$ cat config.mk
export PLATFORM = sky130hd
export DESIGN_NAME = dram_bus_ctrl
export DESIGN_NICKNAME = d
export VERILOG_FILES = /design/src/rtl/brew_v1_pkg.sv /design/src/rtl/dram_refresh_timer.sv /design/src/rtl/dram_bus_ctrl.sv
export SDC_FILE = /design/constraint.sdc
export NUM_CORES = 1
export LEC_CHECK = 0
export CAP_MARGIN = 0
export CELL_PAD_IN_SITES_DETAIL_PLACEMENT = 0
export CELL_PAD_IN_SITES_GLOBAL_PLACEMENT = 2
export CORE_UTILIZATION = 31
export DETAILED_ROUTE_END_ITERATION = 16
export GPL_ROUTABILITY_DRIVEN = 1
export PLACE_DENSITY_LB_ADDON = 0.05
export SYNTH_ARGS = -nofsm -noshare
export SYNTH_HDL_FRONTEND = slang
export SYNTH_SLANG_ARGS = --single-unit
$ cat constraint.sdc
create_clock -name clk -period 3.28 [get_ports clk]
set_input_delay 0.492 -clock clk [delete_from_list [all_inputs] [get_ports clk]]
set_output_delay 0.492 -clock clk [all_outputs]
set_load 0.1 [all_outputs]
$ cat src/rtl/brew_v1_pkg.sv
// Shared types and defaults for the DRAM bus controller: FSM state encoding,
// timing defaults and row/column split of the word address.
package brew_v1;

  localparam int unsigned DEF_REFRESH_PERIOD   = 128;
  localparam int unsigned DEF_PRECHARGE_CYCLES = 2;
  localparam int unsigned REQ_ADDR_W           = 22;
  localparam int unsigned DRAM_ADDR_W          = 11;

  typedef enum logic [2:0] {
    ST_IDLE,
    ST_ROW,
    ST_CAS_A,
    ST_CAS_B,
    ST_PRECHARGE,
    ST_REF_CAS,
    ST_REF_RAS,
    ST_REF_END
  } dram_state_e;

  function automatic logic [DRAM_ADDR_W-1:0] addr_row(input logic [REQ_ADDR_W-1:0] a);
    return a[21:11];
  endfunction

  function automatic logic [DRAM_ADDR_W-1:0] addr_col(input logic [REQ_ADDR_W-1:0] a);
    return a[10:0];
  endfunction

endpackage

$ cat src/rtl/dram_refresh_timer.sv
// Free-running refresh interval counter with a sticky pending flag; a second
// expiry while pending is absorbed rather than queued.
module dram_refresh_timer
  import brew_v1::*;
#(
  parameter int unsigned PERIOD = DEF_REFRESH_PERIOD
) (
  input  logic clk,
  input  logic rst,
  input  logic clear_i,
  output logic pending_o
);

  localparam int unsigned CW = (PERIOD > 1) ? $clog2(PERIOD) : 1;
  localparam logic [CW-1:0] RELOAD = CW'(PERIOD - 1);

  logic [CW-1:0] cnt_q;
  logic          pending_q;
  logic          expire;

  assign expire    = (cnt_q == '0);
  assign pending_o = pending_q;

  always_ff @(posedge clk) begin
    if (rst) begin
      cnt_q     <= RELOAD;
      pending_q <= 1'b0;
    end else begin
      cnt_q     <= expire ? RELOAD : cnt_q - CW'(1);
      pending_q <= expire | (pending_q & ~clear_i);
    end
  end

endmodule

$ cat src/rtl/dram_bus_ctrl.sv
// Single-port DRAM bus controller: 16-bit word accesses as two 8-bit CAS beats
// on a multiplexed row/column bus, with CAS-before-RAS refresh.
module dram_bus_ctrl
  import brew_v1::*;
#(
  parameter int unsigned REFRESH_PERIOD   = DEF_REFRESH_PERIOD,
  parameter int unsigned PRECHARGE_CYCLES = DEF_PRECHARGE_CYCLES
) (
  input  logic        clk,
  input  logic        rst,
  input  logic        req_valid,
  output logic        req_ready,
  input  logic [21:0] req_addr,
  input  logic        req_we,
  input  logic [15:0] req_wdata,
  output logic        rsp_valid,
  output logic [15:0] rsp_rdata,
  output logic        dram_nRAS,
  output logic        dram_nCAS_a,
  output logic        dram_nCAS_b,
  output logic        dram_nWE,
  output logic [10:0] dram_addr,
  input  logic [7:0]  dram_data_in,
  output logic [7:0]  dram_data_out,
  output logic        dram_data_out_en,
  input  logic        dram_nWAIT,
  output logic        dram_bus_en
);

  // One down-counter serves both the precharge hold and the two REF_RAS cycles.
  localparam int unsigned CNT_MAX = (PRECHARGE_CYCLES > 2) ? PRECHARGE_CYCLES : 2;
  localparam int unsigned CW      = $clog2(CNT_MAX + 1);

  dram_state_e state_q;
  logic [CW-1:0] cnt_q;
  logic          nras_q, ncas_a_q, ncas_b_q, nwe_q;
  logic [10:0]   addr_q, col_q;
  logic [7:0]    dout_q, rdata_lo_q;
  logic          oen_q, bus_en_q, we_q;
  logic [15:0]   wdata_q, rsp_rdata_q;
  logic          rsp_valid_q;
  logic          refresh_pending;
  logic          refresh_clear;
  logic          accept;

  assign req_ready     = ~rst & (state_q == ST_IDLE) & ~refresh_pending;
  assign accept        = req_valid & req_ready;
  assign refresh_clear = (state_q == ST_IDLE) & refresh_pending;

  dram_refresh_timer #(
    .PERIOD(REFRESH_PERIOD)
  ) u_refresh_timer (
    .clk      (clk),
    .rst      (rst),
    .clear_i  (refresh_clear),
    .pending_o(refresh_pending)
  );

  always_ff @(posedge clk) begin
    if (rst) begin
      state_q     <= ST_IDLE;
      cnt_q       <= '0;
      nras_q      <= 1'b1;
      ncas_a_q    <= 1'b1;
      ncas_b_q    <= 1'b1;
      nwe_q       <= 1'b1;
      addr_q      <= '0;
      col_q       <= '0;
      dout_q      <= '0;
      rdata_lo_q  <= '0;
      oen_q       <= 1'b0;
      bus_en_q    <= 1'b0;
      we_q        <= 1'b0;
      wdata_q     <= '0;
      rsp_rdata_q <= '0;
      rsp_valid_q <= 1'b0;
    end else begin
      bus_en_q    <= 1'b1;
      rsp_valid_q <= 1'b0;
      case (state_q)
        ST_IDLE: begin
          if (refresh_pending) begin
            state_q  <= ST_REF_CAS;
            ncas_a_q <= 1'b0;
            ncas_b_q <= 1'b0;
          end else if (accept) begin
            state_q <= ST_ROW;
            nras_q  <= 1'b0;
            nwe_q   <= ~req_we;
            addr_q  <= addr_row(req_addr);
            col_q   <= addr_col(req_addr);
            we_q    <= req_we;
            wdata_q <= req_wdata;
          end
        end
        ST_ROW: begin
          state_q  <= ST_CAS_A;
          addr_q   <= col_q;
          ncas_a_q <= 1'b0;
          oen_q    <= we_q;
          dout_q   <= wdata_q[7:0];
        end
        // A beat holds while nWAIT is sampled low; data is taken on the edge that ends it.
        ST_CAS_A: begin
          if (dram_nWAIT) begin
            state_q    <= ST_CAS_B;
            ncas_a_q   <= 1'b1;
            ncas_b_q   <= 1'b0;
            dout_q     <= wdata_q[15:8];
            rdata_lo_q <= dram_data_in;
          end
        end
        ST_CAS_B: begin
          if (dram_nWAIT) begin
            state_q  <= ST_PRECHARGE;
            cnt_q    <= CW'(PRECHARGE_CYCLES - 1);
            nras_q   <= 1'b1;
            ncas_b_q <= 1'b1;
            nwe_q    <= 1'b1;
            oen_q    <= 1'b0;
            if (!we_q) begin
              rsp_valid_q <= 1'b1;
              rsp_rdata_q <= {dram_data_in, rdata_lo_q};
            end
          end
        end
        ST_PRECHARGE: begin
          if (cnt_q == '0) state_q <= ST_IDLE;
          else cnt_q <= cnt_q - CW'(1);
        end
        ST_REF_CAS: begin
          state_q <= ST_REF_RAS;
          nras_q  <= 1'b0;
          cnt_q   <= CW'(1);
        end
        ST_REF_RAS: begin
          if (cnt_q == '0) begin
            state_q  <= ST_REF_END;
            nras_q   <= 1'b1;
            ncas_a_q <= 1'b1;
            ncas_b_q <= 1'b1;
          end else begin
            cnt_q <= cnt_q - CW'(1);
          end
        end
        ST_REF_END: begin
          state_q <= ST_PRECHARGE;
          cnt_q   <= CW'(PRECHARGE_CYCLES - 1);
        end
        default: state_q <= ST_IDLE;
      endcase
    end
  end

  assign rsp_valid        = rsp_valid_q;
  assign rsp_rdata        = rsp_rdata_q;
  assign dram_nRAS        = nras_q;
  assign dram_nCAS_a      = ncas_a_q;
  assign dram_nCAS_b      = ncas_b_q;
  assign dram_nWE         = nwe_q;
  assign dram_addr        = addr_q;
  assign dram_data_out    = dout_q;
  assign dram_data_out_en = oen_q;
  assign dram_bus_en      = bus_en_q;

endmodule
* Yosys cells after proc, flatten, opt, wreduce, memory -nomap -nowiden
Index checks and enable logic that the tools add are counted.
** Operators by class
- Reduce and logical (&&, ||, !) cells :: 27
- Eq/ne operators :: 16
- Multiplexer cells :: 30
- Add/sub/neg operators :: 2
- Bitwise gates (word level) :: 13
** Operator list (number)
- one-hot mux 3 bit (8 select lines) :: 1
- two-way mux 11 bit :: 2
- one-hot mux 11 bit (2 select lines) :: 1
- two-way mux 3 bit :: 6
- one-hot mux 8 bit (2 select lines) :: 1
- AND reduction 5 bit :: 3
- != test 2 bit (second input constant) :: 7
- == test 3 bit (second input constant) :: 4
- one-hot mux 1 bit (4 select lines) :: 3
- AND reduction 3 bit :: 4
- nonzero test 4 bit :: 3
- two-way mux 1 bit :: 10
- two-way mux 8 bit :: 1
- AND reduction 4 bit :: 2
- nonzero test 2 bit :: 4
- zero test 7 bit :: 1
- inverter 1 bit :: 7
- subtractor 7 x 1 -> 7 bit (second input constant) :: 1
- == test 3 x 2 -> 1 bit (second input constant) :: 2
- one-hot mux 2 bit (3 select lines) :: 1
- AND reduction 2 bit :: 3
- OR reduction 2 bit :: 3
- bitwise AND 1 bit :: 5
- two-way mux 2 bit :: 2
- other kinds (10) :: 11
** Storage, ports and cells
- Flip-flop bits (word level) :: 91
- Word-level logic and storage cells :: 106
- Bits of input ports :: 51

* Depth between registers and ports, before layout
- Word-level depth :: 7
- Mapped depth :: 8
- Depth with buffers taken out :: 6

* Cells and area by module
From an unflattened synthesis, not the netlist that was laid out.
** Unflattened totals
- Cell total of the unflattened synthesis :: 453
- Area, all modules :: 3940.0 um^2
** By module, submodules not included
- dram_bus_ctrl :: area an instance 3607.2 um^2, cells each 418, times used 1
- dram_refresh_timer :: area an instance 332.8 um^2, cells each 35, times used 1

* Least setup slack after synthesis
No wires, ideal clock.
- Kind :: input-to-output
- Start point :: input rst
- End point :: output req_ready
- Arrival :: 2296 ps
- Data required time :: 2788 ps
- Path slack :: 492 ps
- Cell stages on the path :: 4
- Buffers on the path :: 3
- Cells stage by stage :: clkbuf_1 clkbuf_1 clkbuf_1 nor2_1
** Between the ends
- Word-level cells in the longest chain between the ends :: 3
** RTL lines
- from (decl) :: RTL line dram_bus_ctrl.sv:10 : input logic rst,
- inverter 1 bit :: RTL line dram_bus_ctrl.sv:46 : assign req_ready = ~rst & (state_q == ST_IDLE) & ~refresh_pending;
- bitwise AND 1 bit (2 in series) :: RTL line dram_bus_ctrl.sv:46
- to (decl) :: RTL line dram_bus_ctrl.sv:12 : output logic req_ready,
Every way passes these cells.

* Worst setup path after layout
- Start point :: register state_q[0]
- End point :: output req_ready
** Between the ends
- Word-level cells in the longest chain between the ends :: 3
** RTL lines
- from (decl) :: RTL line dram_bus_ctrl.sv:34 : dram_state_e state_q;
- from (signal assigned) :: RTL line dram_bus_ctrl.sv:61 : state_q <= ST_IDLE;
- from (signal assigned) :: RTL line dram_bus_ctrl.sv:83 : state_q <= ST_REF_CAS;
- from (signal assigned) :: RTL line dram_bus_ctrl.sv:87 : state_q <= ST_ROW;
- zero test 3 bit :: RTL line dram_bus_ctrl.sv:46
- bitwise AND 1 bit (2 in series) :: RTL line dram_bus_ctrl.sv:46
Every way passes these cells.

==> impl_metrics.json <==
{
  "wl_met1_um": 4730,
  "fp.dieH_um": 113,
  "viasPerCell": 4.59,
  "finalSetupTns_ns": 0,
  "hold_buffers": 0,
  "reg2reg_depth": 6,
  "swShare": 0.447,
  "power.switching_mw": 2.12,
  "stdcell_area_um2": 5130,
  "cts_resized": 0,
  "critical_path_required_ns": 2.79,
  "cts_max_path_buffers": 2,
  "first_pass_iters": 4,
  "synth_cells": 452,
  "clock_skew_ns": 0.00338,
  "synth-xor-area-share": 0.0115,
  "route.vias.total": 3157,
  "mappedNetlistNets": 511,
  "internal_power_mw": 2.63,
  "area_growth_pct": 34.7,
  "gp_congestion": 0.691,
  "min_period_over_period": 0.801,
  "layout-drive-gt1-share": 0.0739,
  "ys_warn_count": 0,
  "cts_tree": "done",
  "yosysSeqAreaShare": 0.478,
  "maxCapViolations": 0,
  "clock_power_share": 0.231,
  "dr_wl_met2_um": 4080,
  "antenna_cells": 0,
  "hold_depth": 1,
  "grt_usage": 0.156,
  "fp.dieW_um": 113,
  "r2r-start": "state_q[0]",
  "worst-slew-pin-transition_ns": 1.00,
  "cts_root_buffer": "clkbuf_16",
  "period_minus_slack_ns": 2.63,
  "cts_setup_buffers": 0,
  "hold_class": "reg2reg",
  "core_region_area_um2": 12000,
  "slew_violations": 0,
  "timing.rr.end": "wdata_q[12]",
  "grt_setup_unrepaired": "no",
  "die-area_um2": 12700,
  "fmax_mhz": 381,
  "synth_area_per_cell_um2": 8.43,
  "crit_path_start_kind": "flip-flop",
  "grt_pass1_vias": 3112,
  "drt_iter0_drc": 102,
  "hold_end": "u_refresh_timer.cnt_q[0]",
  "grt_pass1_wl_um": 15500,
  "cp_data_arrival_time_ns": 2.13,
  "p_total_mw": 4.75,
  "path_class": "reg2out",
  "drt-wirelength-per-cell_um": 13.6,
  "ir_worst_vdd_mv": 0.383,
  "initial_core_util": 0.317,
  "leakagePower_nw": 1.84,
  "antenna_found_initial": 0,
  "antenna_left": 0,
  "overflow": 0,
  "status": "finished, final reports clean",
  "synth-main-ff-cell": "dfxtp_1",
  "ys_ff_latch": 91,
  "top_layer_used": "met4",
  "worstSkewPairLatency_ns": 0.34,
  "slew_headroom": 0.330,
  "drt-total-wl_um": 9360,
  "numCtsBuffers": 9,
  "hold_viol": 0,
  "final_nets": 595,
  "synth_fa_ha_area_frac": 0.0263,
  "synth_edf_count": 0,
  "synthSimpleGateAreaFrac": 0.202,
  "io_buffers": 93,
  "path_max_fanout": 12,
  "reg2reg_slack_ns": 0.83,
  "num_rows": 40,
  "wl_met3_um": 363,
  "ys_async_sr_fraction": 0,
  "cts.sinks": 91,
  "dp_hpwl_um": 6630,
  "setup_viol": 0,
  "synth_top_family_by_area": "simple AND/OR/NAND/NOR gates",
  "route.detailed.drc": 0,
  "whs_ns": 0.409,
  "synth_compound_gate_area_share": 0.164,
  "io_pins": 94,
  "htreeDepth": 3,
  "cp-end-kind": "output port",
  "grt_max_degree": 39,
  "synth.area.mux_share": 0.0604,
  "synth_area_um2": 3810,
  "ys_types": 46,
  "cts.clk_slew.worst_paths_ns": 0.06,
  "dpl_cell_area_um2": 4820,
  "p_per_area_nw_per_um2": 926,
  "p_comb_frac": 0.460,
  "min_from": "u_refresh_timer.cnt_q[0]",
  "pwr-share-seq": 0.309
}
[final cells by class]
cell class / instances / area [um2]
Timing Repair Buffer: 105 / 1000
Tap cell: 147 / 184
Multi-Input combinational cell: 317 / 1770
Fill cell: 1234 / 6880
Inverter: 12 / 45.0
Clock inverter: 5 / 77.6
Sequential cell: 91 / 1820
Clock buffer: 11 / 233
[state kept, by name, indices dropped and copies added (netlist names)]
name,count
state_q,3
dram_data_out_en,1
dram_addr,11
dram_bus_en,1
dram_data_out,8
cnt_q,2
dram_nCAS_b,1
col_q,11
wdata_q,16
we_q,1
dram_nCAS_a,1
u_refresh_timer.pending_o,1
dram_nRAS,1
rdata_lo_q,8
rsp_rdata,16
rsp_valid,1
u_refresh_timer.cnt_q,7
dram_nWE,1
[per-stage QoR]
step,worst slack [ns],util,std cells
after global placement,0.905,0.402,672
after CTS,0.625,0.427,688
after floorplan,0.492,-,452
final,0.654,0.427,688
after detailed placement,0.832,0.402,672
after global routing,0.526,0.427,688
[synth_stat cells (2+ instances only)]
master	number	share of area
nor2_1	31	0.031
ha_1	8	0.026
o21a_1	2	0.0039
nand2b_1	8	0.013
nand3b_1	2	0.0039
xnor2_1	4	0.0092
buf_6	4	0.012
nor2b_1	3	0.0049
nand3_1	10	0.013
inv_1	11	0.011
dfxtp_1	91	0.48
mux2i_1	23	0.060
nor3_1	4	0.0053
o21ai_1	20	0.026
a21oi_1	31	0.041
buf_2	13	0.017
o21ai_0	14	0.018
a211oi_1	23	0.045
clkbuf_1	11	0.011
buf_4	3	0.0059
nand2_1	110	0.11
a21oi_2	2	0.0046
[kinds of logic (layout without fill, tap and decap cells)]
kind of cell	count (synthesis)	count (layout)
compound gates	103	103
xor+xnor	5	5
fa+ha+maj	8	8
buf+inv	44	133
flops	91	91
mux	23	23
simple gates	178	178
[placed cells by master (no fill, tap or decap), types with 2 or more instances in the layout]
cell type	count
clkbuf_16	9
o21a_1	2
nand2_1	110
clkinv_2	2
xnor2_1	4
bufinv_16	2
o21ai_0	14
mux2i_1	23
ha_1	8
nand3b_1	2
o21ai_1	20
nor2_1	31
buf_4	17
nor3_1	4
a21oi_2	2
clkbuf_1	2
a21oi_1	31
nand3_1	10
nor2b_1	2
nand2b_1	8
clkdlybuf4s50_1	87
dfxtp_1	91
inv_1	11
a211oi_1	23
[power groups by stage]
stage               Combinational [mW]  Clock [mW]  Sequential, mW
finish                            2.19        1.10            1.47
global route                      2.33        1.18            1.50
CTS                               2.21        1.14            1.47
detailed placement                2.20           0            1.50
global placement                  2.20           0            1.49
floorplan                        0.830           0            2.37
[worst max-delay path, stage by stage, from the launching register on]
cell     delay (ns)
dfxtp_1        0.36
inv_1          0.13
ha_1           0.42
or3b_4         0.45
nor2_1         0.12
buf_4          0.31
[how the worst max path moves through the flow]
stage | slack [ns] | cells after the start | from | end
finish | 0.65 | 5 | state_q[0] | req_ready
global route | 0.53 | 5 | state_q[0] | req_ready
CTS | 0.63 | 5 | state_q[0] | req_ready
detailed placement | 0.83 | 7 | state_q[0] | col_q[4]
global placement | 0.91 | 6 | state_q[0] | wdata_q[10]
floorplan | 0.49 | 4 | rst | req_ready
[routing by layer]
metal | track usage | vias up
li1 | - | 1694
met1 | 0.202 | 1396
met2 | 0.243 | 57
met3 | 0.0407 | 10
met4 | 0.0711 | 0
met5 | 0 | -
Power figures use the tool's default switching activity.
